File: config.mk
export PLATFORM = sky130hd
export DESIGN_NAME = uart_host_regs
export DESIGN_NICKNAME = d
export VERILOG_FILES = /design/src/rtl/uart_pkg.sv /design/src/rtl/uart_irq_prio.sv /design/src/rtl/uart_host_regs.sv
export SDC_FILE = /design/constraint.sdc
export NUM_CORES = 1
export LEC_CHECK = 0
export CORE_MARGIN = 1.5
export CORE_UTILIZATION = 30
export DETAILED_ROUTE_END_ITERATION = 12
export PLACE_DENSITY_LB_ADDON = 0.1
export SLEW_MARGIN = 10
export SYNTH_ARGS = -nofsm -noshare
export SYNTH_HDL_FRONTEND = slang
export SYNTH_HIERARCHICAL = 1
export SYNTH_SLANG_ARGS = --single-unit
File: constraint.sdc
create_clock -name clk -period 2.4 [get_ports clk]
set_input_delay 0.6 -clock clk [delete_from_list [all_inputs] [get_ports clk]]
set_output_delay 0.6 -clock clk [all_outputs]
set_load 0.005 [all_outputs]
File: src/rtl/uart_pkg.sv
// uart_pkg: shared constants for the UART host register bank.
// Register map, IIR codes and bit positions of LCR/LSR/IER.
package uart_pkg;

    localparam logic [2:0] A_RBR = 3'd0;
    localparam logic [2:0] A_IER = 3'd1;
    localparam logic [2:0] A_IIR = 3'd2;
    localparam logic [2:0] A_LCR = 3'd3;
    localparam logic [2:0] A_MCR = 3'd4;
    localparam logic [2:0] A_LSR = 3'd5;
    localparam logic [2:0] A_MSR = 3'd6;
    localparam logic [2:0] A_SCR = 3'd7;

    localparam logic [7:0] IIR_RLS  = 8'hC6;
    localparam logic [7:0] IIR_RDA  = 8'hC4;
    localparam logic [7:0] IIR_THRE = 8'hC2;
    localparam logic [7:0] IIR_NONE = 8'hC1;

    localparam int LCR_STB  = 2;
    localparam int LCR_PEN  = 3;
    localparam int LCR_EPS  = 4;
    localparam int LCR_DLAB = 7;

    localparam int LSR_DR   = 0;
    localparam int LSR_OE   = 1;
    localparam int LSR_PE   = 2;
    localparam int LSR_FE   = 3;
    localparam int LSR_THRE = 5;
    localparam int LSR_TEMT = 6;
    localparam int LSR_ERR  = 7;

    localparam int IER_RDA  = 0;
    localparam int IER_THRE = 1;
    localparam int IER_RLS  = 2;

    localparam logic [7:0] LCR_RESET = 8'h03;

endpackage

File: src/rtl/uart_irq_prio.sv
// uart_irq_prio: 16550 interrupt identification priority encoder.
// Line status beats receive data, which beats transmitter empty.
module uart_irq_prio
    import uart_pkg::*;
(
    input  logic [2:0] i_ier,
    input  logic       i_ls_err,
    input  logic       i_rx_ready,
    input  logic       i_thre,
    output logic [7:0] o_iir
);

    always_comb begin
        o_iir = IIR_NONE;
        if (i_ier[IER_RLS] && i_ls_err)
            o_iir = IIR_RLS;
        else if (i_ier[IER_RDA] && i_rx_ready)
            o_iir = IIR_RDA;
        else if (i_ier[IER_THRE] && i_thre)
            o_iir = IIR_THRE;
    end

endmodule

File: src/rtl/uart_host_regs.sv
// uart_host_regs: 16550-style CPU register bank in front of the UART core.
// Bus decode, line/baud config, sticky line status and prioritised irq.
module uart_host_regs
    import uart_pkg::*;
#(
    parameter int          DL_WIDTH  = 16,
    parameter int          PSD_WIDTH = 4,
    parameter logic [15:0] DL_RESET  = 16'd1
) (
    input  logic                 clk,
    input  logic                 rst_n,
    input  logic                 cs,
    input  logic                 we,
    input  logic [2:0]           addr,
    input  logic [7:0]           wdata,
    output logic [7:0]           rdata,
    output logic                 irq,
    output logic                 wr_en,
    output logic [7:0]           wr_data,
    input  logic                 tx_ready,
    output logic                 rd_en,
    input  logic [7:0]           rd_data,
    input  logic                 rx_ready,
    input  logic                 parity_err,
    input  logic                 framing_err,
    input  logic                 overrun_err,
    output logic [1:0]           stop_bits,
    output logic                 parity_en,
    output logic                 parity_even,
    output logic [3:0]           data_bits,
    output logic [DL_WIDTH-1:0]  divisor_latch,
    output logic [PSD_WIDTH-1:0] psd,
    output logic                 new_baud
);

    logic       w_wr, w_rd, w_dlab;
    logic       w_thr_wr, w_rbr_rd, w_ier_wr;
    logic       w_iir_rd, w_lsr_rd, w_baud_wr;
    logic       w_oe_nxt, w_pe_nxt, w_fe_nxt;
    logic       w_thre_set, w_thre_clr, w_thre_nxt;
    logic [2:0] w_ier_nxt;
    logic [7:0] w_lsr, w_iir, w_iir_nxt, w_rmux;

    logic [7:0]           r_rdata, r_lcr, r_scr, r_fcr_unused;
    logic [4:0]           r_mcr;
    logic [2:0]           r_ier;
    logic [15:0]          r_dl;
    logic [PSD_WIDTH-1:0] r_psd;
    logic                 r_oe, r_pe, r_fe;
    logic                 r_thre, r_tx_q, r_irq, r_new_baud;

    assign w_wr      = cs & we;
    assign w_rd      = cs & ~we;
    assign w_dlab    = r_lcr[LCR_DLAB];
    assign w_thr_wr  = w_wr & (addr == A_RBR) & ~w_dlab;
    assign w_rbr_rd  = w_rd & (addr == A_RBR) & ~w_dlab;
    assign w_ier_wr  = w_wr & (addr == A_IER) & ~w_dlab;
    assign w_iir_rd  = w_rd & (addr == A_IIR);
    assign w_lsr_rd  = w_rd & (addr == A_LSR);
    assign w_baud_wr = w_wr & w_dlab &
                       ((addr == A_RBR) | (addr == A_IER) | (addr == A_LSR));

    assign wr_en   = w_thr_wr & tx_ready;
    assign wr_data = wdata;
    assign rd_en   = w_rbr_rd & rx_ready;

    assign w_lsr = {r_pe | r_fe, tx_ready, tx_ready, 1'b0,
                    r_fe, r_pe, r_oe, rx_ready};

    // A pulse landing on the LSR read cycle must survive the clear.
    assign w_oe_nxt = overrun_err | (r_oe & ~w_lsr_rd);
    assign w_pe_nxt = parity_err  | (r_pe & ~w_lsr_rd);
    assign w_fe_nxt = framing_err | (r_fe & ~w_lsr_rd);

    assign w_ier_nxt  = w_ier_wr ? wdata[2:0] : r_ier;
    assign w_thre_set = (tx_ready & ~r_tx_q) |
                        (w_ier_wr & wdata[IER_THRE] & ~r_ier[IER_THRE] & tx_ready);
    assign w_thre_clr = w_thr_wr | (w_iir_rd & (w_iir == IIR_THRE));
    assign w_thre_nxt = w_thre_set | (r_thre & ~w_thre_clr);

    uart_irq_prio u_prio_cur (
        .i_ier      (r_ier),
        .i_ls_err   (r_oe | r_pe | r_fe),
        .i_rx_ready (rx_ready),
        .i_thre     (r_thre),
        .o_iir      (w_iir)
    );

    uart_irq_prio u_prio_nxt (
        .i_ier      (w_ier_nxt),
        .i_ls_err   (w_oe_nxt | w_pe_nxt | w_fe_nxt),
        .i_rx_ready (rx_ready),
        .i_thre     (w_thre_nxt),
        .o_iir      (w_iir_nxt)
    );

    always_comb begin
        w_rmux = 8'h00;
        case (addr)
            A_RBR:   w_rmux = w_dlab ? r_dl[7:0] : (rx_ready ? rd_data : 8'h00);
            A_IER:   w_rmux = w_dlab ? r_dl[15:8] : {5'b0, r_ier};
            A_IIR:   w_rmux = w_iir;
            A_LCR:   w_rmux = r_lcr;
            A_MCR:   w_rmux = {3'b0, r_mcr};
            A_LSR:   w_rmux = w_lsr;
            A_SCR:   w_rmux = r_scr;
            default: w_rmux = 8'h00;
        endcase
    end

    always_ff @(posedge clk or negedge rst_n) begin
        if (!rst_n) begin
            r_rdata      <= 8'h00;
            r_lcr        <= LCR_RESET;
            r_mcr        <= 5'd0;
            r_scr        <= 8'h00;
            r_fcr_unused <= 8'h00;
            r_ier        <= 3'd0;
            r_dl         <= DL_RESET;
            r_psd        <= '0;
            r_oe         <= 1'b0;
            r_pe         <= 1'b0;
            r_fe         <= 1'b0;
            r_thre       <= 1'b0;
            r_tx_q       <= 1'b1;
            r_irq        <= 1'b0;
            r_new_baud   <= 1'b0;
        end else begin
            r_oe       <= w_oe_nxt;
            r_pe       <= w_pe_nxt;
            r_fe       <= w_fe_nxt;
            r_thre     <= w_thre_nxt;
            r_tx_q     <= tx_ready;
            r_ier      <= w_ier_nxt;
            r_irq      <= ~w_iir_nxt[0];
            r_new_baud <= w_baud_wr;
            if (w_rd)
                r_rdata <= w_rmux;
            if (w_wr) begin
                case (addr)
                    A_RBR:   if (w_dlab) r_dl[7:0] <= wdata;
                    A_IER:   if (w_dlab) r_dl[15:8] <= wdata;
                    A_IIR:   r_fcr_unused <= wdata;
                    A_LCR:   r_lcr <= wdata;
                    A_MCR:   r_mcr <= wdata[4:0];
                    A_LSR:   if (w_dlab) r_psd <= PSD_WIDTH'(wdata);
                    A_SCR:   r_scr <= wdata;
                    default: ;
                endcase
            end
        end
    end

    assign rdata         = r_rdata;
    assign irq           = r_irq;
    assign new_baud      = r_new_baud;
    assign divisor_latch = DL_WIDTH'(r_dl);
    assign psd           = r_psd;
    assign data_bits     = 4'd5 + {2'b00, r_lcr[1:0]};
    assign stop_bits     = r_lcr[LCR_STB] ? 2'd2 : 2'd1;
    assign parity_en     = r_lcr[LCR_PEN];
    assign parity_even   = r_lcr[LCR_EPS];

endmodule

==> out/metrics.yaml <==
status:
  status: "finished clean"
setup_path:
  r2r-end: "irq"
  startpoint_type: "input port"
  crit_path_end_kind: "primary output"
  worst_r2r_path_depth: 7
  critical_path.reg2reg.startpoint: "r_pe"
  cp.required_ps: 1800
  critPathMaxFanout: 4
  critical-path-slowest-cell: "clkdlybuf4s50_1"
  path_cells: "clkdlybuf4s15_2, buf_4, nor2_4, and3_4, clkdlybuf4s50_1"
  crit_type: "input port to primary output"
  cp.arrival_ps: 1760
  cpPeakStageDelay_ps: 490
  r2r_slack_ps: 290
logic_synthesis:
  syn_area_sq_um: 3110
  avgSynthCellArea_sq_um: 11.5
  netlist_instances: 270
  yosysWarnings: 6
grt:
  grt_use_total_pct: 17.9
  grt_max_degree: 60
  antenna_found_initial: 0
  grt_pass1_vias: 2598
  grt_pass1_wl_um: 14800
  gr-total-overflow: 0
placement:
  dp.cells: 501
  place_congestion: 0.843
  postPlaceCellArea_sq_um: 4220
  port_buffers: 75
  hpwl_um: 7020
floorplan:
  dieArea_sq_um: 11000
  initial_utilization_pct: 30.6
  die-height_um: 105
  die_w_um: 105
  rows: 37
  core_area_sq_um: 10200
  io_pins: 76
pwr:
  netSwitchingFraction_pct: 26.6
  leakage_nw: 1.92
  p_int_mw: 2.45
  power-per-cell-area_nw_per_um2: 743
  power_frac_clock_pct: 33.1
  seq_power_share_pct: 40.0
  combPwrFrac_pct: 27.0
  p_sw_uw: 885
  peakVddDrop_mv: 0.323
  total_power_mw: 3.33
sta:
  finalMaxSlewViolations: 0
  skew_ps: 8.68
  period_needed_ps: 2360
  max_freq_mhz: 423
  hold_viol_final: 0
  hold_ws_ps: 244
  setup_violations: 0
  min_period_over_period_pct: 98.5
clock_network:
  cts.clk_slew.worst_paths_ps: 70
  cts_sinks: 59
  ctsHtreeMaxLevel: 3
  clock_insertion_delay_worst_skew_ps: 340
  cts_buffer_depth: 2
  ctsHoldBuffers: 0
  cts_buffers: 9
  cts_tree: "built"
  root_buffer: "clkbuf_8"
detailed_routing:
  firstDrtPassIters: 4
  drtIter0Drc: 87
  ant_nets: 0
  route.detailed.drc: 0
  wl_per_cell_um: 18.1
  routed_wl_um: 9380
  num_vias: 2516
  vias_per_cell: 4.85
cells_and_area:
  finalNetCount: 407
  fin_util_pct: 44.1
  area_delta_synth_final_pct: 44.1
  n_fill_cell: 1031
  instances_no_fill: 519
  fin_area_sq_um: 4490
  drive_gt1_share_pct: 33.9
  num_antenna_cells: 0
min_path:
  hp-class: "input port to asynchronous set/reset pin"
flow_run:
  drv_cap: 0
registers in the layout, summed over array words and instances (netlist names):
signal and flops:
r_mcr 5, r_ier 3, r_scr 8, r_oe 1, r_tx_q 1, divisor_latch 16, r_pe 1, new_baud 1
psd 4, r_lcr 8, r_thre 1, rdata 8, r_fe 1, irq 1
area by class of cell:
class / count / area [sq um] / share of cell area, %
well taps: 136 / 170 / 3.79
clock buffers: 13 / 179 / 3.99
clock inverters: 3 / 67.6 / 1.51
repair buffers: 121 / 1110 / 24.8
flip-flops and latches: 59 / 1480 / 33.0
inverters: 5 / 18.8 / 0.418
multi-input cells: 182 / 1460 / 32.5
cell usage in the layout, fill, tap and decap left out, types with 3 or more instances in the layout:
master,instances
clkdlybuf4s50_1,67
dfrtp_1,55
buf_4,43
mux2_2,42
nand2_1,16
clkbuf_8,13
o21ai_0,10
nor2_1,9
nor2b_1,9
a22o_1,8
mux2i_1,7
nand3_1,6
inv_1,5
conb_1,5
a21o_1,4
mux2_1,4
a221oi_1,4
dfstp_2,4
nand2b_1,3
a32o_1,3
a221o_1,3
a21oi_1,3
clkbuf_2,3
buf_12,3
metal layers:
metal	track usage, %	wire length [um]	share of wire, %
met5	0	0	0
met1	25.6	4700	50
met3	3.18	325	3.5
met2	26.9	4190	45
met4	6.65	170	1.8
power groups by stage:
stage               Sequential, mW  Combinational (mW)  Clock (mW)
floorplan                     1.32               0.411           0
CTS                           1.33               0.902        1.13
finish                        1.33               0.898        1.10
global route                  1.36               0.971        1.18
global placement              1.35               0.896           0
detailed placement            1.35               0.896           0
stage by stage:
stage	TNS [ps]	setup WS, ps
finish	0	35.4
detailed placement	-3630	-390
floorplan	0	456
global placement	-2960	-372
global route	-2.92	-2.92
CTS	0	1.65
worst max path at each step:
stage	start	endpoint	slack, ps	cells past startpoint
global placement	addr[2]	wr_en	-370	4
detailed placement	addr[2]	wr_en	-390	4
CTS	tx_ready	wr_en	2	3
finish	addr[0]	wr_en	40	5
global route	r_lcr[7]	wr_en	-3	3
floorplan	addr[2]	irq	460	8
critical path: cells and delay by family:
| kind | cells | cell delay [ps] |
|---|---|---|
| buffers and inverters | 3 | 890 |
| AND/OR/NAND/NOR | 2 | 280 |
what timing repair did:
action | 4_1_cts | 5_1_grt
pin swaps | 3 | 2
setup endpoints to repair | 2 | 1
endpoints found under the hold margin | 0 | 0
buffers inserted | 1 | 1
gates resized for setup | 18 | 6
gates cloned | 0 | 0
Note: power is estimated with default switching activity, not from simulation.
==> patch 1, RTL diff (config.mk and constraints unchanged) <==
The parameter `DL_WIDTH` goes from 16 to 32.
--- a/src/rtl/uart_host_regs.sv
+++ b/src/rtl/uart_host_regs.sv
@@ -5,3 +5,3 @@
 #(
-    parameter int          DL_WIDTH  = 16,
+    parameter int          DL_WIDTH  = 32,
     parameter int          PSD_WIDTH = 4,
Ports: changed (resized divisor_latch); port bits go from 76 to 92. No check against the original RTL was run, so the function may have changed too.
==> patch 1 against the unedited design <==
  * Core utilization is 0.64 points lower
  * Synthesized area is 4.0% higher
  * Count of clock-buffer cells in the layout is 1 lower
  * Final area is 0.78% higher
  * Global-route usage is 0.75 points lower
  * Power is 1.5% lower
  * Worst setup slack better by 0.0054 ns
  * Combinational power is 2% higher
  * Routed wire length is 0.47% lower
  * Maximum frequency is 0.23% higher
  * Sequential cell count stayed put
  * Largest cell class is now multi-input gates
==> patch 1: results (changes against the unedited design) <==
* Vias in the first global route at 2,621 (+0.89%)
* Fraction of layout cells with a size suffix above 1 at 0.323 (-0.0169)
* Avg Vias per Cell at 4.76 (-1.8%)
* IO Port Bufs at 75 (unchanged)
* Worst Setup SP: addr[1]
* Reg2reg end: irq
* Setup bufs post-CTS at 0 (-1)
* Sw Share at 0.270 (+0.00429)
* Leakage power at 1.97 nW (+2.5%)
* Delay-heaviest family, CP: buffers and inverters
* Min cycle time layout at 2.36 ns (-0.00544 ns)
* Total track usage at 0.172 (-0.00755)
* Setup WS pre-CTS at -0.347 ns (+0.0426 ns)
* Worst-path maximum fanout at 4 (unchanged)
* Pin count of the biggest net entering global routing at 60 (unchanged)
* RePlAce Congestion at 0.856 (+1.5%)
* DP Area at 4290 sq um (+1.7%)
* Syn. warnings at 6 (unchanged)
* Combinational power share at 0.278 (+0.008)
* Global-route wire length before repair at 14.5 mm (-2.6%)
* Worst VDD drop at 0.334 mV (+3.4%)
* Register bank with the most flops: r_dl
* ANT cells at 0 (unchanged)
* Final HPWL from detailed placement at 7.02 mm (about the same)
* Hold/Removal Path Class: in2async
* CP peak stage delay at 0.49 ns (about the same)
* CTS Buf Count at 9 (unchanged)
* Post-layout nets at 424 (+4.2%)
* WL/cell at 17.4 microns (-3.6%)
* Switch Pwr at 0.886 mW (+0.12%)
* Clock tree buffer depth at 2 (unchanged)
* Number of fill cells in the layout at 1,043 (+1.2%)
* Status: finished, final reports clean
* Worst path slowest cell: clkdlybuf4s50_1
* Hold buffer count at CTS at 0 (unchanged)
* Clock Skew at 0.00662 ns (-0.00206 ns)
* Initial antenna violation count at 0 (unchanged)
* FF-to-FF setup slack at 0.29 ns (about the same)
* Number of flip-flops under the largest register name at 16 (unchanged)
* Root Buffer: clkbuf_8
* Clk Latency, worst-skew pair at 0.33 ns
* Sequential group share of total power at 0.407 (+0.007)
* Initial drt markers at 104 (+20%)
==> patch 1: metal layers <==
layer / GRT usage / part of all wire / vias to the layer above
met5: 0 / 0 / -
li1: - / - / 1206
met3: 0.0347 / 0.041 / 11
met2: 0.272 / 0.47 / 83
met1: 0.237 / 0.48 / 1252
met4: 0.0505 / 0.015 / 0
==> patch 1: through the flow <==
stage               hold WS [ns]  instances  utilization
global route               0.278        536        0.434
global placement           0.469        520        0.412
floorplan                  0.304        305            -
detailed placement         0.473        520        0.412
finish                     0.262        536        0.434
CTS                        0.266        536        0.435
==> patch 1: repair_timing <==
action                                  4_1_cts  5_1_grt
endpoints found under the setup margin        2        1
gates cloned                                  0        0
pin swaps                                     2        1
resized for setup                            20        2
==> patch 1: cell type report <==
type,count,area share
clock buffers,12,0.0343
clock inverters,4,0.0160
inverters,5,0.00415
multi-input cells,198,0.336
flip-flops and latches,59,0.328
well taps,136,0.0376
repair buffers,122,0.244
==> patch 2, RTL diff (same flow settings) <==
Made on the original files. Reset style: synchronous (`rst_n`), changed in one clocked block.
--- a/src/rtl/uart_host_regs.sv
+++ b/src/rtl/uart_host_regs.sv
@@ -110,3 +110,3 @@
 
-    always_ff @(posedge clk or negedge rst_n) begin
+    always_ff @(posedge clk) begin
         if (!rst_n) begin
Formal check against the unedited RTL: differs if rst_n is asserted again (counterexample within 4 cycles, from zero or initial values and one cycle with rst_n low); with rst_n held inactive, the same outputs for 4 cycles.
==> patch 2 against the unedited design <==
  * Sequential cell count unchanged
  * Via count up 13%
  * Synthesized cell count increased by 25%
  * Synthesized area shrank 5.3%
  * Global-route usage up 2.3 points
  * Final area down 5.4%
  * Critical path depth did not move
  * Worst setup slack better by 0.0016 ns
  * Core utilization increased by 1.2 points
  * Final cell count up 11%
  * Non-clock buffer count increased by 2
  * Highest routed layer unchanged
  * Routed wire length grew 8.2%
Power is not compared: it rests on default switching activity, and its combinational part moved more than twofold at a synthesized area within 25%.
==> patch 2: results (changes against the unedited design) <==
* Syn. warnings at 6 (unchanged)
* Vias at 2,834 (+13%)
* Fraction of layout cells with a size suffix above 1 at 0.184 (-0.156)
* Post-layout nets at 470 (+15%)
* Clock Skew at 0.00813 ns (-0.000552 ns)
* Hold WS at 0.476 ns (+0.231 ns)
* Initial drt markers at 124 (+43%)
* Number of fill cells in the layout at 995 (-3.5%)
* Final HPWL from detailed placement at 7.52 mm (+7.2%)
* Clk Latency, worst-skew pair at roughly 0.35 ns
* RePlAce Congestion at 0.808 (-4.2%)
* Clock tree buffer depth at 2 (unchanged)
* Root Buffer: clkbuf_8
* H-tree depth at 3 (unchanged)
* ANT cells at 0 (unchanged)
* Setup bufs post-CTS at 0 (-1)
* Slew Viols, Final at 0 (unchanged)
* CTS Buf Count at 9 (unchanged)
* Initial antenna violation count at 0 (unchanged)
* Leakage power at 1.70 nW
* Vias in the first global route at 2,867 (+10%)
* Worst-path maximum fanout at 2 (-2)
* DP Area at 4040 sq um (-4.2%)
* Reg2reg end: irq
* Number of flip-flops under the largest register name at 16 (unchanged)
* WL/cell at 17.6 microns (-2.3%)
* Critical path launch point type: input port
* CP arrival at 1.76 ns (about the same)
* Drt first pass iters at 4 (unchanged)
* Status: finished, final reports clean
* Worst Setup SP: addr[1]
* Hold/Removal Path Class: reg2reg
* Worst VDD drop at 0.249 mV
* Critical hold path startpoint: psd[0]
* CTS clock-pin slew for the worst setup and hold paths at 0.07 ns (about the same)
* RR Startpoint: r_pe
* Pin count of the biggest net entering global routing at 43 (-28%)
* Total track usage at 0.203 (+0.0234)
* Hold depth at 2
* Hold Path Sink: psd[0]
* Global-route wire length before repair at 15.5 mm (+4.5%)
* IO Port Bufs at 75 (unchanged)
* FF-to-FF setup slack at 0.24 ns (-0.05 ns)
* FF-to-FF path depth at 7 (unchanged)
-- patch 2: timing repair --
action / CTS / global route
endpoints found under the hold margin: 0 / 0
setup endpoints to repair: 4 / 1
resized for setup: 21 / 1
pin swaps: 3 / 0
-- patch 2: cell type report --
class                           count  area [sq um]  share of cell area
Multi-Input combinational cell    241          1570               0.371
Sequential cell                    59          1180               0.278
Timing Repair Buffer              123          1110               0.261
Tap cell                          129           161              0.0380
Clock buffer                       11           141              0.0333
Clock inverter                      5          52.6              0.0124
Inverter                            7          26.3             0.00619
-- patch 2: worst max path at each step --
stage	to	slack [ns]	cells past startpoint
final	wr_en	0.04	5
after global placement	wr_en	-0.68	5
after floorplan	irq	0.18	7
after detailed placement	wr_en	-0.68	5
after global routing	wr_en	0.002	5
after CTS	rd_en	0.01	5
-- patch 2: through the flow --
step | instances | util | setup slack (ns)
finish | 575 | 0.453 | 0.0371
global placement | 559 | 0.431 | -0.683
CTS | 575 | 0.453 | 0.0119
floorplan | 340 | - | 0.181
detailed placement | 559 | 0.431 | -0.680
global route | 575 | 0.453 | 0.00230
-- patch 2: power by group --
group	internal (mW)	total (mW)	switching [mW]	leakage [nW]
Clock	0.502	0.913	0.410	0.0991
Combinational	0.140	0.281	0.141	1.12
Sequential	0.993	1.00	0.0106	0.477
-- patch 2: critical path: stages --
cell	delay, ns
clkdlybuf4s15_1	0.19
or3_4	0.35
or3_4	0.38
nor2_2	0.12
buf_2	0.11
-- patch 2: metal layers --
layer  vias up  global-route usage  share of wire
li1       1398                   -              -
met5         -                   0              0
met1      1324               0.271           0.47
met4         0              0.0969          0.034
met2        87               0.305           0.44
met3        25              0.0513          0.049
